==> src/rtl/bsg_fifo_1r1w_rolly_partial_ack.sv <==
// Speculative 1r1w FIFO with checkpointing on both sides.
// The write side stages entries and then commits or drops them as a batch.
// The read side consumes entries speculatively, then either releases a
// programmable number of them (partial ack) or rewinds to the oldest
// unacked entry. Depth may be any integer >= 2. Pointers wrap explicitly.

module bsg_fifo_1r1w_rolly_partial_ack #(
  parameter int width_p = 8,
  parameter int els_p = 5,
  parameter int ready_then_valid_p = 0,
  localparam int cnt_width_lp = $clog2(els_p + 1)
) (
  input  logic                    clk_i,
  input  logic                    reset_i,
  input  logic [width_p-1:0]      data_i,
  input  logic                    v_i,
  output logic                    ready_o,
  input  logic                    commit_v_i,
  input  logic                    commit_not_drop_i,
  input  logic                    clr_v_i,
  output logic [width_p-1:0]      data_o,
  output logic                    v_o,
  input  logic                    yumi_i,
  input  logic                    rollback_v_i,
  input  logic                    ack_v_i,
  input  logic [cnt_width_lp-1:0] ack_cnt_i,
  output logic [cnt_width_lp-1:0] free_cnt_o,
  output logic [cnt_width_lp-1:0] readable_cnt_o,
  output logic [cnt_width_lp-1:0] unacked_cnt_o,
  output logic [cnt_width_lp-1:0] uncommitted_cnt_o
);

  localparam int ptr_width_lp = (els_p > 1) ? $clog2(els_p) : 1;

  // Increment a pointer, wrapping from els_p-1 back to 0.
  function automatic logic [ptr_width_lp-1:0] ptr_inc(input logic [ptr_width_lp-1:0] p);
    if (p == ptr_width_lp'(els_p - 1)) begin
      return '0;
    end else begin
      return p + ptr_width_lp'(1);
    end
  endfunction

  // Advance a pointer by a count in [0, els_p], modulo els_p.
  function automatic logic [ptr_width_lp-1:0] ptr_add(input logic [ptr_width_lp-1:0] p,
                                                      input logic [cnt_width_lp-1:0] n);
    logic [cnt_width_lp:0] sum;
    sum = (cnt_width_lp+1)'(p) + (cnt_width_lp+1)'(n);
    if (sum >= (cnt_width_lp+1)'(els_p)) begin
      sum = sum - (cnt_width_lp+1)'(els_p);
    end else begin
      sum = sum;
    end
    return ptr_width_lp'(sum);
  endfunction

  logic [width_p-1:0] mem [els_p];

  logic [ptr_width_lp-1:0] ackp, rdp, wcp, wrp;
  logic [cnt_width_lp-1:0] readable_cnt, unacked_cnt, uncommitted_cnt;

  logic [ptr_width_lp-1:0] ackp_n, rdp_n, wcp_n, wrp_n;
  logic [ptr_width_lp-1:0] rdp_adv, wrp_adv;
  logic [cnt_width_lp-1:0] readable_n, unacked_n, uncommitted_n;
  logic [cnt_width_lp-1:0] ack_amt, unc_adv, rewound, yumi_amt, enq_amt;
  logic enq;

  assign free_cnt_o = cnt_width_lp'(els_p) - unacked_cnt - readable_cnt - uncommitted_cnt;
  assign ready_o = ~clr_v_i & (free_cnt_o != '0);
  assign v_o = ~rollback_v_i & (readable_cnt != '0);
  assign data_o = mem[rdp];
  assign enq = v_i & ((ready_then_valid_p != 0) ? 1'b1 : ready_o);

  assign readable_cnt_o = readable_cnt;
  assign unacked_cnt_o = unacked_cnt;
  assign uncommitted_cnt_o = uncommitted_cnt;

  // Storage write port; dropped writes land in free slots and are harmless.
  always_ff @(posedge clk_i) begin
    if (enq) begin
      mem[wrp] <= data_i;
    end
  end

  // Next-state for pointers and region counts; clr dominates commit/drop.
  always_comb begin
    ack_amt  = ack_v_i ? ack_cnt_i : '0;
    yumi_amt = cnt_width_lp'(yumi_i);
    enq_amt  = cnt_width_lp'(enq);
    ackp_n   = ptr_add(ackp, ack_amt);
    rdp_adv  = yumi_i ? ptr_inc(rdp) : rdp;
    wrp_adv  = enq ? ptr_inc(wrp) : wrp;
    unc_adv  = uncommitted_cnt + enq_amt;
    rewound  = unacked_cnt - ack_amt;
    rdp_n         = rdp_adv;
    unacked_n     = unacked_cnt + yumi_amt - ack_amt;
    readable_n    = readable_cnt - yumi_amt;
    wcp_n         = wcp;
    wrp_n         = wrp_adv;
    uncommitted_n = unc_adv;

    // Rollback rewinds the read head to the post-ack oldest entry.
    if (rollback_v_i) begin
      rdp_n      = ackp_n;
      unacked_n  = '0;
      readable_n = readable_cnt + rewound;
    end else begin
      rdp_n = rdp_adv;
    end

    // clr uses the pre-rollback read head so rewound entries stay readable.
    if (clr_v_i) begin
      wrp_n         = rdp_adv;
      wcp_n         = rdp_adv;
      uncommitted_n = '0;
      readable_n    = rollback_v_i ? rewound : '0;
    end else if (commit_v_i & commit_not_drop_i) begin
      wcp_n         = wrp_adv;
      uncommitted_n = '0;
      readable_n    = readable_n + unc_adv;
    end else if (commit_v_i) begin
      wrp_n         = wcp;
      uncommitted_n = '0;
    end else begin
      wrp_n         = wrp_adv;
      uncommitted_n = unc_adv;
    end
  end

  // State register with synchronous reset that overrides every input.
  always_ff @(posedge clk_i) begin
    if (reset_i) begin
      ackp            <= '0;
      rdp             <= '0;
      wcp             <= '0;
      wrp             <= '0;
      readable_cnt    <= '0;
      unacked_cnt     <= '0;
      uncommitted_cnt <= '0;
    end else begin
      ackp            <= ackp_n;
      rdp             <= rdp_n;
      wcp             <= wcp_n;
      wrp             <= wrp_n;
      readable_cnt    <= readable_n;
      unacked_cnt     <= unacked_n;
      uncommitted_cnt <= uncommitted_n;
    end
  end

`ifndef SYNTHESIS
  bsg_fifo_1r1w_rolly_partial_ack_checker #(
    .els_p(els_p),
    .ready_then_valid_p(ready_then_valid_p),
    .cnt_width_p(cnt_width_lp)
  ) checker_inst (
    .clk_i(clk_i),
    .reset_i(reset_i),
    .v_i(v_i),
    .v_o(v_o),
    .yumi_i(yumi_i),
    .rollback_v_i(rollback_v_i),
    .ack_v_i(ack_v_i),
    .ack_cnt_i(ack_cnt_i),
    .free_cnt(free_cnt_o),
    .readable_cnt(readable_cnt),
    .unacked_cnt(unacked_cnt),
    .uncommitted_cnt(uncommitted_cnt)
  );
`endif

endmodule

// Protocol and consistency checks for the rolly FIFO.
module bsg_fifo_1r1w_rolly_partial_ack_checker #(
  parameter int els_p = 5,
  parameter int ready_then_valid_p = 0,
  parameter int cnt_width_p = 3
) (
  input logic                   clk_i,
  input logic                   reset_i,
  input logic                   v_i,
  input logic                   v_o,
  input logic                   yumi_i,
  input logic                   rollback_v_i,
  input logic                   ack_v_i,
  input logic [cnt_width_p-1:0] ack_cnt_i,
  input logic [cnt_width_p-1:0] free_cnt,
  input logic [cnt_width_p-1:0] readable_cnt,
  input logic [cnt_width_p-1:0] unacked_cnt,
  input logic [cnt_width_p-1:0] uncommitted_cnt
);

  logic [cnt_width_p+1:0] used_sum;
  assign used_sum = (cnt_width_p+2)'(readable_cnt) + (cnt_width_p+2)'(unacked_cnt)
                  + (cnt_width_p+2)'(uncommitted_cnt);

  a_yumi_valid: assert property (@(posedge clk_i) disable iff (reset_i) !(yumi_i && !v_o));
  a_ack_range:  assert property (@(posedge clk_i) disable iff (reset_i)
                                 !(ack_v_i && (ack_cnt_i > unacked_cnt)));
  a_enq_full:   assert property (@(posedge clk_i) disable iff (reset_i)
                                 !((ready_then_valid_p != 0) && v_i && (free_cnt == '0)));
  a_rb_yumi:    assert property (@(posedge clk_i) disable iff (reset_i) !(rollback_v_i && yumi_i));
  a_cnt_sum:    assert property (@(posedge clk_i) disable iff (reset_i)
                                 used_sum <= (cnt_width_p+2)'(els_p));

endmodule

==> config.mk <==
export PLATFORM = sky130hd
export DESIGN_NAME = bsg_fifo_1r1w_rolly_partial_ack
export DESIGN_NICKNAME = d
export VERILOG_FILES = /design/src/rtl/bsg_fifo_1r1w_rolly_partial_ack.sv
export SDC_FILE = /design/constraint.sdc
export NUM_CORES = 1
export LEC_CHECK = 0
export BUFFER_PORTS_ARGS = -buffer_cell sky130_fd_sc_hd__buf_2
export CAP_MARGIN = 20
export CELL_PAD_IN_SITES_DETAIL_PLACEMENT = 1
export CELL_PAD_IN_SITES_GLOBAL_PLACEMENT = 2
export CORE_UTILIZATION = 35
export CTS_CLUSTER_DIAMETER = 100
export DETAILED_ROUTE_END_ITERATION = 6
export PLACE_DENSITY = 0.77
export SYNTH_ARGS = -nofsm -noshare
export SYNTH_HDL_FRONTEND = slang
export SYNTH_HIERARCHICAL = 1
export SYNTH_SLANG_ARGS = --single-unit
==> constraint.sdc <==
create_clock -name clk_i -period 4.4 [get_ports clk_i]
set_input_delay 0 -clock clk_i [delete_from_list [all_inputs] [get_ports clk_i]]
set_output_delay 0 -clock clk_i [all_outputs]
set_load 0.02 [all_outputs]
# After elaboration in Yosys (flattened, before gate mapping)
# Memory sizes are Yosys's and may differ from the RTL's. A register that Yosys moved wholly into a read port is not among the register bits.
# Cells that the tools add are included.
# Widths: inputs -> output; s select.
# totals
register_bits	21
ramBits	40
inputBits	20
output_inout_bits	22
wordCells	55
mem_count	1
# mem_list
name	depth	width	rd	rd_ports_with_merged_regs	write_ports	line	source
mem	5	8	1	1	1	57	logic [width_p-1:0] mem [els_p];
# classes
addsub	14
order_cmp	1
eq_ne	2
mux	19
bitwise_logic	6
n_reduce_logical	5
# op_table
cell	n
$mux 3	17
$sub 3x3->3	4
$add 3x1->3	2
$add 3x1->3 const B	2
$add 3x3->3	2
$eq 3x3->1 const B	2
$reduce_bool 3->1	2
$add 3x3->4	1
$and 1x1->1	4
$ge 4x3->1 const B	1
$reduce_or 4->1	1
$sub 3x1->3	1
$sub 3x3->3 const A	1
$sub 3x3->3 const B	1
$mux 1	2
$not 1->1	2
$reduce_bool 2->1	1
$reduce_or 2->1	1

# Depth between registers and ports, before layout
# Gate-level depths: netlist (run 1).
# depth
depth_word	10
mapped_depth	15
mapped_depth_nobuf	15

# Worst setup path before layout (run 1)
# No wires, ideal clock.
# synth_timing
path_type	reg2reg
startpoint	register readable_cnt[1] (netlist: readable_cnt_o[1])
endpoint	register readable_cnt[2] (netlist: readable_cnt_o[2])
setup_ns	0.133
t_arrival_ns	3.995
required_time_ns	4.267
slack_ns	0.272
path_stages_with_launch	16
path_buffers	0
period_less_slack_ns	4.128
path_cell_list	dfxtp_1 inv_1 fa_1 ha_1 xnor3_2 xnor2_4 o311ai_4 inv_4 ha_1 ha_1 fa_1 nand3b_1 mux2i_1 xnor2_1 mux2i_1 a31oi_1
# synth_via
elab_chain_len	9
elab_cells_between_ends	12
classes_between	6 x add/sub; 3 x mux; 2 x bitwise; 1 x reduce/logical
# synth_rtl
element	line	source
start: declaration	60	logic [cnt_width_lp-1:0] readable_cnt, unacked_cnt, uncommitted_cnt;
start signal: assignment	145	readable_cnt <= readable_n;
$sub 3x3->3 (2 in series)	68	assign free_cnt_o = cnt_width_lp'(els_p) - unacked_cnt - readable_cnt - uncommitted_cnt;
net free_cnt_o[2]	27	output logic [cnt_width_lp-1:0] free_cnt_o,
$reduce_bool 3->1	69	assign ready_o = ~clr_v_i & (free_cnt_o != '0);
$and 1x1->1	69	
$and 1x1->1	72	assign enq = v_i & ((ready_then_valid_p != 0) ? 1'b1 : ready_o);
$add 3x1->3	93	unc_adv = uncommitted_cnt + enq_amt;
net unc_adv[1]	65	logic [cnt_width_lp-1:0] ack_amt, unc_adv, rewound, yumi_amt, enq_amt;
$add 3x3->3	120	readable_n = readable_n + unc_adv;
$mux 3	117	end else if (commit_v_i & commit_not_drop_i) begin
$mux 3	112	if (clr_v_i) begin
# The timed path passes the listed nets, and every way through them passes these cells.
# A chain may end at the register's enable or synchronous reset.

# Worst setup path in the final report (run 1)
# layout_timing
startpoint	register unacked_cnt[1] (netlist: unacked_cnt_o[1])
endpoint	register readable_cnt[2] (netlist: readable_cnt_o[2])
# layout_via
elab_chain_len	10
elab_cells_between_ends	14
classes_between	7 x add/sub; 4 x mux; 2 x bitwise; 1 x reduce/logical
# layout_rtl
element	line	source
start: declaration	60	
start signal: assignment	146	unacked_cnt <= unacked_n;
$sub 3x3->3 (3 in series)	68	
$reduce_bool 3->1	69	
$and 1x1->1	69	
$and 1x1->1	72	
$add 3x1->3	93	
net unc_adv[1]	65	
$add 3x3->3	120	
$mux 3	117	
$mux 3	112	
# The timed path passes the listed nets, and every way through them passes these cells.

==> summary by stage, run 1 <==
Outcome
The run finished with clean final reports.

Cells and area
After the flow finishes, the layout carries non-filler instances totaling 413. The share of layout cells above drive strength 1 is 0.282. Once layout is complete, the utilization of the core stands at 0.431.

The number of nets in the final layout is ~340. The top cell types in the final layout, fill and taps aside, are buf_2, edfxtp_1, dfxtp_1. The diode insertion count for antenna repair is 0. The sequential standard cell area is 1620 sq um. After routing the design area is about 3700 sq um. The area growth from synthesis to layout is 20.2%.

Leaving out fill and tap cells, the most frequent cell in the layout is buf_2. The area of combinational cells with multiple inputs is approximately 1400 sq um. Fill cells in the final layout number around 960.

Pwr
The power density of the placed cells is between 400 and 500 nW/um^2. The share of total power dissipated in the clock network is 0.286. After layout, the design draws a total of 1.73 mW. The static power due to leakage is 1.47 nW. The share of total power dissipated in combinational logic is 0.298.

The net switching fraction of the power is 0.328. The analysis attributes to net switching a power of 0.567 mW. Internal power comes to roughly 1.2 mW.

The worst ir drop on vdd is ~0.15 mV. The share of total power dissipated in sequential elements is 0.416.

Drt
Before antenna repair, the detailed router went through 4 iterations. The via count is ~2100. Dividing the detail-routed via count by the number of cells gives 5.00. For this run, design rule violations remaining after detail routing come to 0.

The number of DRC markers after the initial detailed-route iteration is 60. The detail route stage leaves a number of antenna-violating nets equal to 0. The routed design has 6690 um of wire. In the final routed layout, each cell accounts on average for 16.2 um.

Timing
The post-layout worst setup margin is 256 ps. The smallest hold slack is 8.03 ps. The worst path needs 4140 ps of the cycle, external delays included. The peak clock frequency supported by timing is 241 MHz. After routing, the total negative slack on setup checks comes to 0 ps.

The count of endpoints failing hold in the final timing report was 0. The remaining max-slew budget at the tightest pin is 0.510. The setup violation total in the final timing report is 0. Dividing the final minimum period by the clock period gives 0.942.

At the pin with the least slew margin, the transition time is approximately 730 ps. The number of pins with negative max-slew slack in the final report is 0. The worst-case clock skew is between 9 and 10 ps. Setup repair after global routing left no endpoint under its margin.

Setup path
The worst setup path is captured at a flip-flop. The depth of the most critical reg-to-reg path is 15. The data required time at the worst endpoint is between 4000 and 5000 ps. Along the worst path, the maximum fanout reaches 4. For this run, the slowest stage of the critical path takes 470 ps.

The end of the worst register-to-register path is readable_cnt_o[2]. Setup slack on the worst reg-to-reg path comes out at 260 ps. The startpoint of the most critical register-to-register path is unacked_cnt_o[1]. The critical path goes through inv_1 -> fa_1 -> ha_1 -> xnor3_2 -> xnor2_4 -> o311ai_4 -> inv_4 -> ha_1 -> ha_1 -> fa_1 -> nand3b_1 -> mux2i_1 -> xnor2_1 -> a211o_1 -> a31oi_1. The critical path class is flip-flop to flip-flop. The element type at the critical path start is a flip-flop.

The worst endpoint data arrival time is 4410 ps. The most common cell type on the critical path is ha_1. The slowest library cell on the worst path is fa_1.

Floorplanning
In this run the horizontal extent of the chip is about 96 um. The floorplan has 34 rows. Pin placement for this block handled 42 I/O pins.

The die covers 9270 sq um. The effective utilization at floorplan is 0.359. The core area is 8680 sq um.

The floorplan step set the die height to 96.3 um.

CTS
The library cell used as clock root buffer is clkbuf_8. After clock tree synthesis, the clock-pin slew on the worst setup and hold paths is approximately 80 ps. The TritonCTS clock tree is yes.

The number of sinks handled by clock tree synthesis is 61. The maximum level of the CTS H-tree is 3. The clock reaches the later pin of the worst-skew pair after between 300 and 400 ps. The buffer depth of the longest clock path is 2.

TritonCTS created 9 clock buffers.

Global route
After global routing the overflow that remains totals 0. Entering global routing, the biggest net connects 20 pins. The first global-routing pass estimated 11200 um of wire. The via count of the first global-routing pass is around 2200. The number of antenna violations at the first check in global routing is 0. In the global route stage, overall resource usage came out at 0.164.

Place
The placed wire-length estimate after detailed placement is 4890 um. The final weighted congestion in routability-driven placement is 0.785. The pre-CTS worst setup slack is 130 ps. The cell area after placement is between 3000 and 4000 sq um. The number of placed instances, taps included, is 388. The count of input and output buffers is 41.

Worst hold path
The path with the worst hold slack has its endpoint at unacked_cnt_o[1]. The worst hold path begins at rollback_v_i. The worst hold path depth is 2. The class of the most critical hold timing path is input port to flip-flop.

Synth
The share of the yosys chip area belonging to registers is 0.521. The number of enable flip-flop cells after synthesis is 40. The dominant synthesized flop cell is edfxtp_1. The count of synthesis-stage warnings from yosys is 6. The cell area after technology mapping is 3110 sq um.

In this run the mean area of a mapped cell was 12.8 sq um. Counting every instance in the synthesized netlist gives 243. The synthesized design spends more area on one cell type than any other, namely edfxtp_1. The number of distinct library cell variants in the gate-level netlist after synthesis is 44. Of the post-synthesis cell area, the dominant cell type holds 0.386. Yosys attributes the largest share of cell area to edfxtp_1, dfxtp_1, ha_1. The number of nets in the synthesized netlist is 287.

The share of async-settable or async-resettable flops after synthesis is 0. Synthesis inferred 61 register bits.

Job
The number of max-cap violations is 0.
==> state kept, by name, summed over array words and instances, names as in the netlist <==
name	cells
rdp	3
wcp	3
mem	40
wrp	3
ackp	3
unacked_cnt_o	3
readable_cnt_o	3
uncommitted_cnt_o	3
==> worst max path at each step <==
| stage | start | to | slack (ps) | cells after the start |
|---|---|---|---|---|
| after global routing | unacked_cnt_o[1] | readable_cnt_o[2] | 10 | 15 |
| after floorplan | readable_cnt_o[1] | readable_cnt_o[2] | 270 | 15 |
| after global placement | unacked_cnt_o[1] | readable_cnt_o[2] | 310 | 15 |
| after CTS | unacked_cnt_o[1] | readable_cnt_o[2] | 110 | 15 |
| final | unacked_cnt_o[1] | readable_cnt_o[2] | 260 | 15 |
| after detailed placement | readable_cnt_o[1] | readable_cnt_o[2] | 130 | 15 |
==> logic make-up (layout without fill, tap and decap cells) <==
logic type,count (synthesis),count (layout),share of synthesized area
AND/OR/NAND/NOR,66,66,0.106
buffers and inverters,27,89,0.0338
adder cells (fa/ha/maj),24,24,0.113
AO/OA/AOI/OAI,32,32,0.0756
multiplexers,21,21,0.103
XOR/XNOR,12,12,0.0470
flip-flops,61,61,0.521
==> worst max-delay path: cells and delay by family, from the launching register on <==
family	cells	cell delay, ps
adder cells (fa/ha/maj)	5	1650
AND/OR/NAND/NOR	1	170
XOR/XNOR	3	740
buffers and inverters	2	160
flip-flops	1	370
multiplexers	1	180
AO/OA/AOI/OAI	3	790
==> routing by layer <==
layer | vias up | track usage | routed length (um)
met4 | 0 | 0.0368 | 42
met3 | 5 | 0.0513 | 289
li1 | 1001 | - | -
met5 | - | 0 | 0
met2 | 44 | 0.289 | 3360
met1 | 1014 | 0.195 | 3000
==> Yosys cell counts (5+ instances only) <==
cell type  instances
nor2_1            15
a211oi_1           8
dfxtp_1           21
clkbuf_1           6
mux2i_1            5
inv_1             18
edfxtp_1          40
mux2_2             8
and2_1             8
a21oi_1            5
nand2_1           16
mux4_2             8
fa_1               7
xnor2_1            7
ha_1              17
nor3_1             8
==> repair_timing <==
item	4_1_cts	5_1_grt
setup buffers	0	1
setup endpoints to repair	0	1
hold endpoints to repair	40	0
gates resized for setup	0	2
hold buffers	8	0
==> layout make-up <==
cell class,count,share of cell area
Clock buffer,9,0.0331
Clock inverter,7,0.0201
Inverter,19,0.0197
Multi-Input combinational cell,155,0.370
Timing Repair Buffer,54,0.0863
Tap cell,108,0.0361
Sequential cell,61,0.434
==> power by group through the flow <==
stage	Combinational, mW	Clock [mW]	Sequential (mW)
3_5_place_dp	0.516	0	0.734
2_1_floorplan	0.406	0	0.699
4_1_cts	0.525	0.511	0.723
3_3_place_gp	0.504	0	0.731
6_report	0.516	0.496	0.720
5_1_grt	0.579	0.534	0.730
Power figures use the tool's default switching activity.
==> inputs of run 2 (changes only) <==
--- a/config.mk
+++ b/config.mk
@@ -9,11 +9,11 @@
 export CAP_MARGIN = 20
 export CELL_PAD_IN_SITES_DETAIL_PLACEMENT = 1
 export CELL_PAD_IN_SITES_GLOBAL_PLACEMENT = 2
+export CORE_ASPECT_RATIO = 1.2
 export CORE_UTILIZATION = 35
 export CTS_CLUSTER_DIAMETER = 100
 export DETAILED_ROUTE_END_ITERATION = 6
 export PLACE_DENSITY = 0.77
 export SYNTH_ARGS = -nofsm -noshare
 export SYNTH_HDL_FRONTEND = slang
-export SYNTH_HIERARCHICAL = 1
 export SYNTH_SLANG_ARGS = --single-unit
==> summary by stage, run 2 <==
Floorplanning
The initial utilization of the core area, before any placement, comes to 0.361. The row count is 37. The core area is approximately 8600 sq um. The area enclosed by the die boundary is 9270 sq um. 42 I/O pins were placed.

The die boundary height is roughly 110 um. The width of the die is roughly 88 um.

CTS
Clock-pin slew was measured on the worst setup and hold paths at ~80 ps. The maximum level of the CTS H-tree is 3. The clock reaches the later pin of the worst-skew pair after 340 ps. In this run, CTS created clock tree buffers numbering 9.

The number of sinks handled by clock tree synthesis is 61. The root buffer cell chosen for the clock tree is clkbuf_8. The TritonCTS clock tree is yes. The buffer depth of the longest clock path is 2.

Place
The pre-CTS worst setup slack is 159 ps. After detailed placement, the total cell area comes to 3460 sq um. The final weighted congestion in routability-driven placement is 0.824. Detailed placement finished with a half-perimeter wire length of roughly 5000 um. The count of input and output buffers is 41.

Synth
In the post-synthesis netlist, the cell with the most instances is edfxtp_1. The share of synthesized area in the top cell type comes to 0.386. The commonest cells after synthesis are edfxtp_1, dfxtp_1, inv_1, ha_1, nand2_1. The cell area after technology mapping is 3110 sq um.

In the synthesized netlist the async set-or-reset flop fraction comes to 0. Synthesis handed over a netlist of approximately 240 instances. The post-synthesis average cell area is 12.8 sq um. The flip-flop and latch count after synthesis is slightly above 60. The number of enable flip-flop cells after synthesis is 40.

The netlist uses 44 different library cells. The leading area contributor after synthesis is edfxtp_1. The share of the yosys chip area belonging to registers is 0.521. The most used flip-flop cell after synthesis is edfxtp_1. The count of synthesis-stage warnings from yosys is 0. The number of nets in the synthesized netlist is 287. Yosys attributes the largest share of cell area to edfxtp_1, dfxtp_1, ha_1.

Global route
The largest net degree at the start of global routing is 20. The via count of the first global-routing pass is around 2200. For this run, the total global-route usage over all layers was measured as 0.156. The number of antenna violations at the first check in global routing is 0. The global-route wire length before repair is 10900 um. After global routing the overflow that remains totals 0.

Worst hold path
The beginning of the worst hold path is rollback_v_i. The endpoint of the worst hold-timing path is unacked_cnt_o[0]. The worst hold path was traced through 2 stages.

The min-delay analysis places its worst path in the category input port to flip-flop.

Cells and area
From synthesis to final layout, the design area changed by 21.8%. The library cells used most frequently in the layout, excluding fill and tap cells, are buf_2, edfxtp_1, dfxtp_1. mem holds more flip-flops than any other register. The register with the most flip-flops in the layout has 40 of them.

With fillers left out, the area of the finished cells amounts to 3790 sq um. 0 antenna diodes ended up in the layout. The share of layout cells above drive strength 1 is 0.272. The commonest non-fill, non-tap cell in the layout is buf_2. The net count of the finished layout is 344.

Setup path
The element type at the critical path start is a flip-flop. The critical-path maximum fanout is 4. The startpoint of the most critical register-to-register path is readable_cnt_o[1]. For the worst setup path, the data required time is 4670 ps.

The worst register-to-register path ends at readable_cnt_o[2]. The worst setup path is captured at a flip-flop. Data arrives at the worst endpoint at between 4000 and 5000 ps. The worst register-to-register path has a depth of 15. The critical path class is flip-flop to flip-flop. The minimum setup slack among reg-to-reg paths is 220 ps.

Timing
Adding up every negative setup slack in the final design gives 0 ps. Counting I/O delays and the setup requirement, the final critical path takes 4180 ps. The worst-case clock skew is around 13 ps.

For the pin with the worst max-slew slack, the measured transition is 718 ps. Dividing the final minimum period by the clock period gives 0.951. Setup repair after global routing left no endpoint under its margin. The peak clock frequency supported by timing is 239 MHz. The post-layout worst setup margin is roughly 220 ps. Setup violations remaining at the end of the flow were counted as 0. Measured against its own limit, the worst slew margin works out to 0.521.

The count of endpoints failing hold in the final timing report is 0. The number of pins with negative max-slew slack in the final report is 0.

Pwr
Of the total power, the share spent switching nets is 0.306. The share of power burned in combinational logic is 0.281. IR analysis of the VDD net gives a maximum drop of about 0.18 mV.

The share of total power dissipated in the clock network is 0.329. The static power due to leakage is 1.48 nW. The share of total power dissipated in sequential elements is 0.390.

The analysis attributes to net switching a power of 0.561 mW. The internal power of the cells totals 1.28 mW. Power spread over the standard cell area amounts to between 400 and 500 nW/um^2.

Outcome
The flow ran to the end, and the final reports show no timing, DRC or antenna violations.

Drt
The number of DRC markers after the initial detailed-route iteration is 83. In the detailed route, the total length drawn on met2 is 3450 um. The routed length per placed instance is 15.7 um. The highest metal layer with signal wires is met4. The first-pass iteration count of the detailed router is 4. The via-per-instance ratio is 4.90. In the detailed route, the total length drawn on met3 is 219 um. In this run the remaining antenna-violating nets after routing total 0.

The final routed wirelength across all metal layers is 6630 um. The met1 routed wirelength after detailed routing is 2880 um. Detailed routing inserted a total of 2069 vias. The number of design rule violations left after detail routing is 0.

Job
Max-cap violations in this run came to 0.
[run 2: cell counts after synthesis]
No cell type changed its count.
[run 2: cell families after synthesis]
family / share of synthesized area
AOI/OAI and AO/OA: 0.0756
xor gates and xnor gates: 0.0470
adders and majority gates: 0.113
buffers and inverters: 0.0338
DFF: 0.521
muxes: 0.103
and+or+nand+nor: 0.106
[run 2: what timing repair did]
action	4_1_cts	5_1_grt
gates resized for setup	0	0
hold buffers	8	0
setup endpoints to repair	0	1
buffers inserted	0	1
hold endpoints to repair	40	0
[run 2: critical path: stages (launching register included)]
cell and delay [ps]:
dfxtp_1 430, inv_1 100, fa_1 480, ha_1 230
xnor3_2 410, xnor2_4 170, o311ai_4 330, inv_4 80
ha_1 190, ha_1 310, fa_1 440, nand3b_1 160
mux2i_1 180, xnor2_1 150, a211o_1 320, a31oi_1 130
[run 2: how the worst max path moves through the flow]
| stage | start | end | slack, ps |
|---|---|---|---|
| after floorplan | readable_cnt_o[1] | readable_cnt_o[2] | 270 |
| after global placement | readable_cnt_o[1] | readable_cnt_o[2] | 310 |
| after detailed placement | readable_cnt_o[1] | readable_cnt_o[2] | 160 |
| after CTS | readable_cnt_o[1] | readable_cnt_o[2] | 120 |
| after global routing | readable_cnt_o[1] | readable_cnt_o[2] | 9 |
| final | readable_cnt_o[1] | readable_cnt_o[2] | 220 |
[run 2: cell type report]
| type | count | area (sq um) |
|---|---|---|
| Inverter | 19 | 73.8 |
| Multi-Input combinational cell | 155 | 1390 |
| Fill cell | 949 | 4820 |
| Tap cell | 117 | 146 |
| Sequential cell | 61 | 1620 |
| Timing Repair Buffer | 54 | 323 |
| Clock inverter | 6 | 111 |
| Clock buffer | 10 | 128 |
[run 2: power groups by stage]
stage               Combinational, mW  Clock [mW]  Sequential [mW]
floorplan                       0.406           0            0.699
global placement                0.506           0            0.729
detailed placement              0.517           0            0.734
CTS                             0.525       0.619            0.720
global route                    0.577       0.641            0.726
finish                          0.516       0.604            0.717
[run 2: per-stage QoR]
stage / std cells / util / total power [mW] / hold WS (ps)
2_1_floorplan: 243 / - / 1.10 / 98.9
3_3_place_gp: 397 / 0.402 / 1.24 / 234
3_5_place_dp: 397 / 0.402 / 1.25 / 240
4_1_cts: 421 / 0.439 / 1.86 / 12.0
5_1_grt: 422 / 0.440 / 1.94 / 40.6
6_report: 422 / 0.440 / 1.84 / 27.8
[run 2: metal layers]
layer	vias to the layer above	GRT usage
met4	0	0.0449
met1	1017	0.184
met2	43	0.277
met5	-	0
li1	1000	-
met3	9	0.0376
==> inputs of run 3 (changes only) <==
--- a/config.mk
+++ b/config.mk
@@ -11,8 +11,8 @@
 export CELL_PAD_IN_SITES_GLOBAL_PLACEMENT = 2
 export CORE_ASPECT_RATIO = 1.2
 export CORE_UTILIZATION = 35
-export CTS_CLUSTER_DIAMETER = 100
 export DETAILED_ROUTE_END_ITERATION = 6
+export HOLD_SLACK_MARGIN = 0.1
 export PLACE_DENSITY = 0.77
 export SYNTH_ARGS = -nofsm -noshare
 export SYNTH_HDL_FRONTEND = slang
==> constraint.sdc (replaced) <==
create_clock -name clk_i -period 4.4 [get_ports clk_i]
set_input_delay 0.88 -clock clk_i [delete_from_list [all_inputs] [get_ports clk_i]]
set_output_delay 0.88 -clock clk_i [all_outputs]
set_load 0.02 [all_outputs]
==> summary by stage, run 3 (synthesized netlist as in run 2, its figures left out) <==
Pwr
The power share of the clock group is 0.321. The share of power burned in combinational logic is 0.283. The internal power contribution is 1.27 mW.

The worst ir drop on vdd is 0.160 mV. The switching power summed over all nets is around 0.55 mW. The static power due to leakage is 1.46 nW. Of the total power, the share spent switching nets is 0.302. For this design the ratio of total power to cell area is 488 nW/um^2. Of the total power, registers draw 0.396.

Cells and area
The diode insertion count for antenna repair is 0. After filler insertion, the fill cell instance count of the layout stands at 947. In the final layout, the share of cells above drive strength 1 is 0.288. The flip-flop count of the largest register, all copies and words added is 40. The area growth from synthesis to layout is 19.6%.

Counting flops per register, the top entry is mem. Leaving out fill and tap cells, the most frequent cell in the layout is buf_2. The library cells used most frequently in the layout, excluding fill and tap cells, are buf_2, edfxtp_1, dfxtp_1. The number of nets in the final layout is 339.

CTS
The cts-stage hold buffer count is 0. The maximum level of the CTS H-tree is 3. TritonCTS built the clock tree. The clock passes through at most 2 buffers. The number of buffers added by the clock tree synthesis step is 9. The post-CTS clock slew at the launch and capture registers of the worst setup and hold paths is 70 ps.

The later-pin clock latency in the skew report is 330 ps. The number of sinks handled by clock tree synthesis is 61. The library cell used as clock root buffer is clkbuf_8.

Floorplanning
In this run the vertical extent of the chip is 105 um. The floorplan step defined a core boundary enclosing roughly 8600 sq um. The area enclosed by the die boundary is 9270 sq um. The effective utilization at floorplan is 0.361. 42 I/O pins were placed.

The die is 88.1 um wide. The row count is 37.

Global route
The overall track demand over capacity in global routing is 0.158. The largest net degree at the start of global routing is 20. The via count of the first global-routing pass was 2134. The number of antenna violations at the first check in global routing is 0.

The total congestion overflow after global routing is 0. The global-route wire length before repair is 10800 um.

Timing
The minimum clock period after layout is 4120 ps. Setup violations remaining at the end of the flow were counted as 0. The final critical-path share of the clock period is 0.937. The count of endpoints failing hold in the final timing report is 0. The actual slew at the worst max-slew pin is 711 ps.

Setup repair after global routing left no endpoint under its margin. The total negative setup slack is 0 ps. The worst-case clock skew is 8.04 ps. The peak clock frequency supported by timing is 243 MHz. In this run the tightest slew margin relative to its limit is 0.525. In the post-route analysis, the smallest setup slack over all paths is 277 ps.

The number of pins with negative max-slew slack in the final report came to 0.

Drt
The number of DRC markers after the initial detailed-route iteration is 40. The routed length per placed instance is 16.2 um. The final routed wirelength across all metal layers is 6740 um. After detailed routing, the number of remaining DRC violations is 0. The via-per-instance ratio is 4.90. The detail route stage leaves a number of antenna-violating nets equal to 0. The first-pass iteration count of the detailed router is 4. The via count is approximately 2000.

Setup path
The worst setup path is of the flip-flop to flip-flop kind. The data required time at the worst endpoint is 4660 ps. STA classifies the critical path startpoint as a flip-flop. For flop-to-flop paths, the worst setup slack is approximately 280 ps. STA classifies the critical path endpoint as a flip-flop. For the worst setup path, the data arrival time is 4380 ps.

In this run the worst path has a maximum fanout of 4.

Place
The congestion estimate from routability-driven global placement came to 0.808. The pre-CTS worst setup slack is 154 ps. Once detailed placement completed, the half-perimeter wirelength came to 4970 um.

The count of input and output buffers is 41.

Outcome
The flow ran to the end, and the final reports show no timing, DRC or antenna violations.

Job
Across the run, the number of max-cap violations was 0.

Worst hold path
The min-delay analysis places its worst path in the category flip-flop to flip-flop.
[run 3: stage by stage]
stage	instance area [sq um]	hold slack, ps	utilization	std cells	total power [mW]
floorplan	3110	504	-	243	1.10
global placement	3470	533	0.403	398	1.24
detailed placement	3470	566	0.403	398	1.25
CTS	3700	576	0.429	413	1.84
global route	3720	620	0.432	416	1.92
finish	3720	568	0.432	416	1.81
[run 3: final timing paths]
kind	start	end	depth (start not counted)
hold reg to reg	wcp[0]	wcp[0]	2
hold / removal	wcp[0]	wcp[0]	2
setup reg to reg	readable_cnt_o[1]	readable_cnt_o[2]	15
setup / recovery	readable_cnt_o[1]	readable_cnt_o[2]	15
[run 3: layout make-up]
| class | count | area, sq um | area share |
|---|---|---|---|
| Clock buffer | 9 | 124 | 0.0333 |
| Clock inverter | 6 | 103 | 0.0276 |
| Inverter | 19 | 73.8 | 0.0198 |
| Multi-Input combinational cell | 155 | 1390 | 0.372 |
| Sequential cell | 61 | 1620 | 0.436 |
| Tap cell | 117 | 146 | 0.0393 |
| Timing Repair Buffer | 49 | 265 | 0.0713 |
[run 3: repair_timing]
item	in CTS	in global routing
resized for setup	0	2
setup endpoints to repair	0	1
setup buffers	0	3
[run 3: critical path, stage by stage, from the launching register on]
cell,delay [ps]
dfxtp_2,370
inv_1,70
fa_1,490
ha_1,220
xnor3_2,410
xnor2_4,170
o311ai_4,350
inv_4,80
ha_1,190
ha_1,310
fa_1,460
nand3b_1,170
mux2i_1,170
xnor2_1,160
a211o_1,320
a31oi_1,120
[run 3: per-layer routing]
layer / share of wire / wire length (um) / track usage / vias up
met4: 0.0061 / 41 / 0.0415 / 0
met3: 0.040 / 271 / 0.0439 / 5
met5: 0 / 0 / 0 / -
met2: 0.53 / 3560 / 0.282 / 52
met1: 0.43 / 2870 / 0.182 / 990
li1: - / - / - / 993
[run 3: power by group through the flow]
stage	registers [mW]	logic [mW]	clock network, mW
finish	0.718	0.513	0.583
CTS	0.722	0.521	0.598
global placement	0.729	0.506	0
global route	0.730	0.570	0.617
floorplan	0.699	0.406	0
detailed placement	0.735	0.516	0
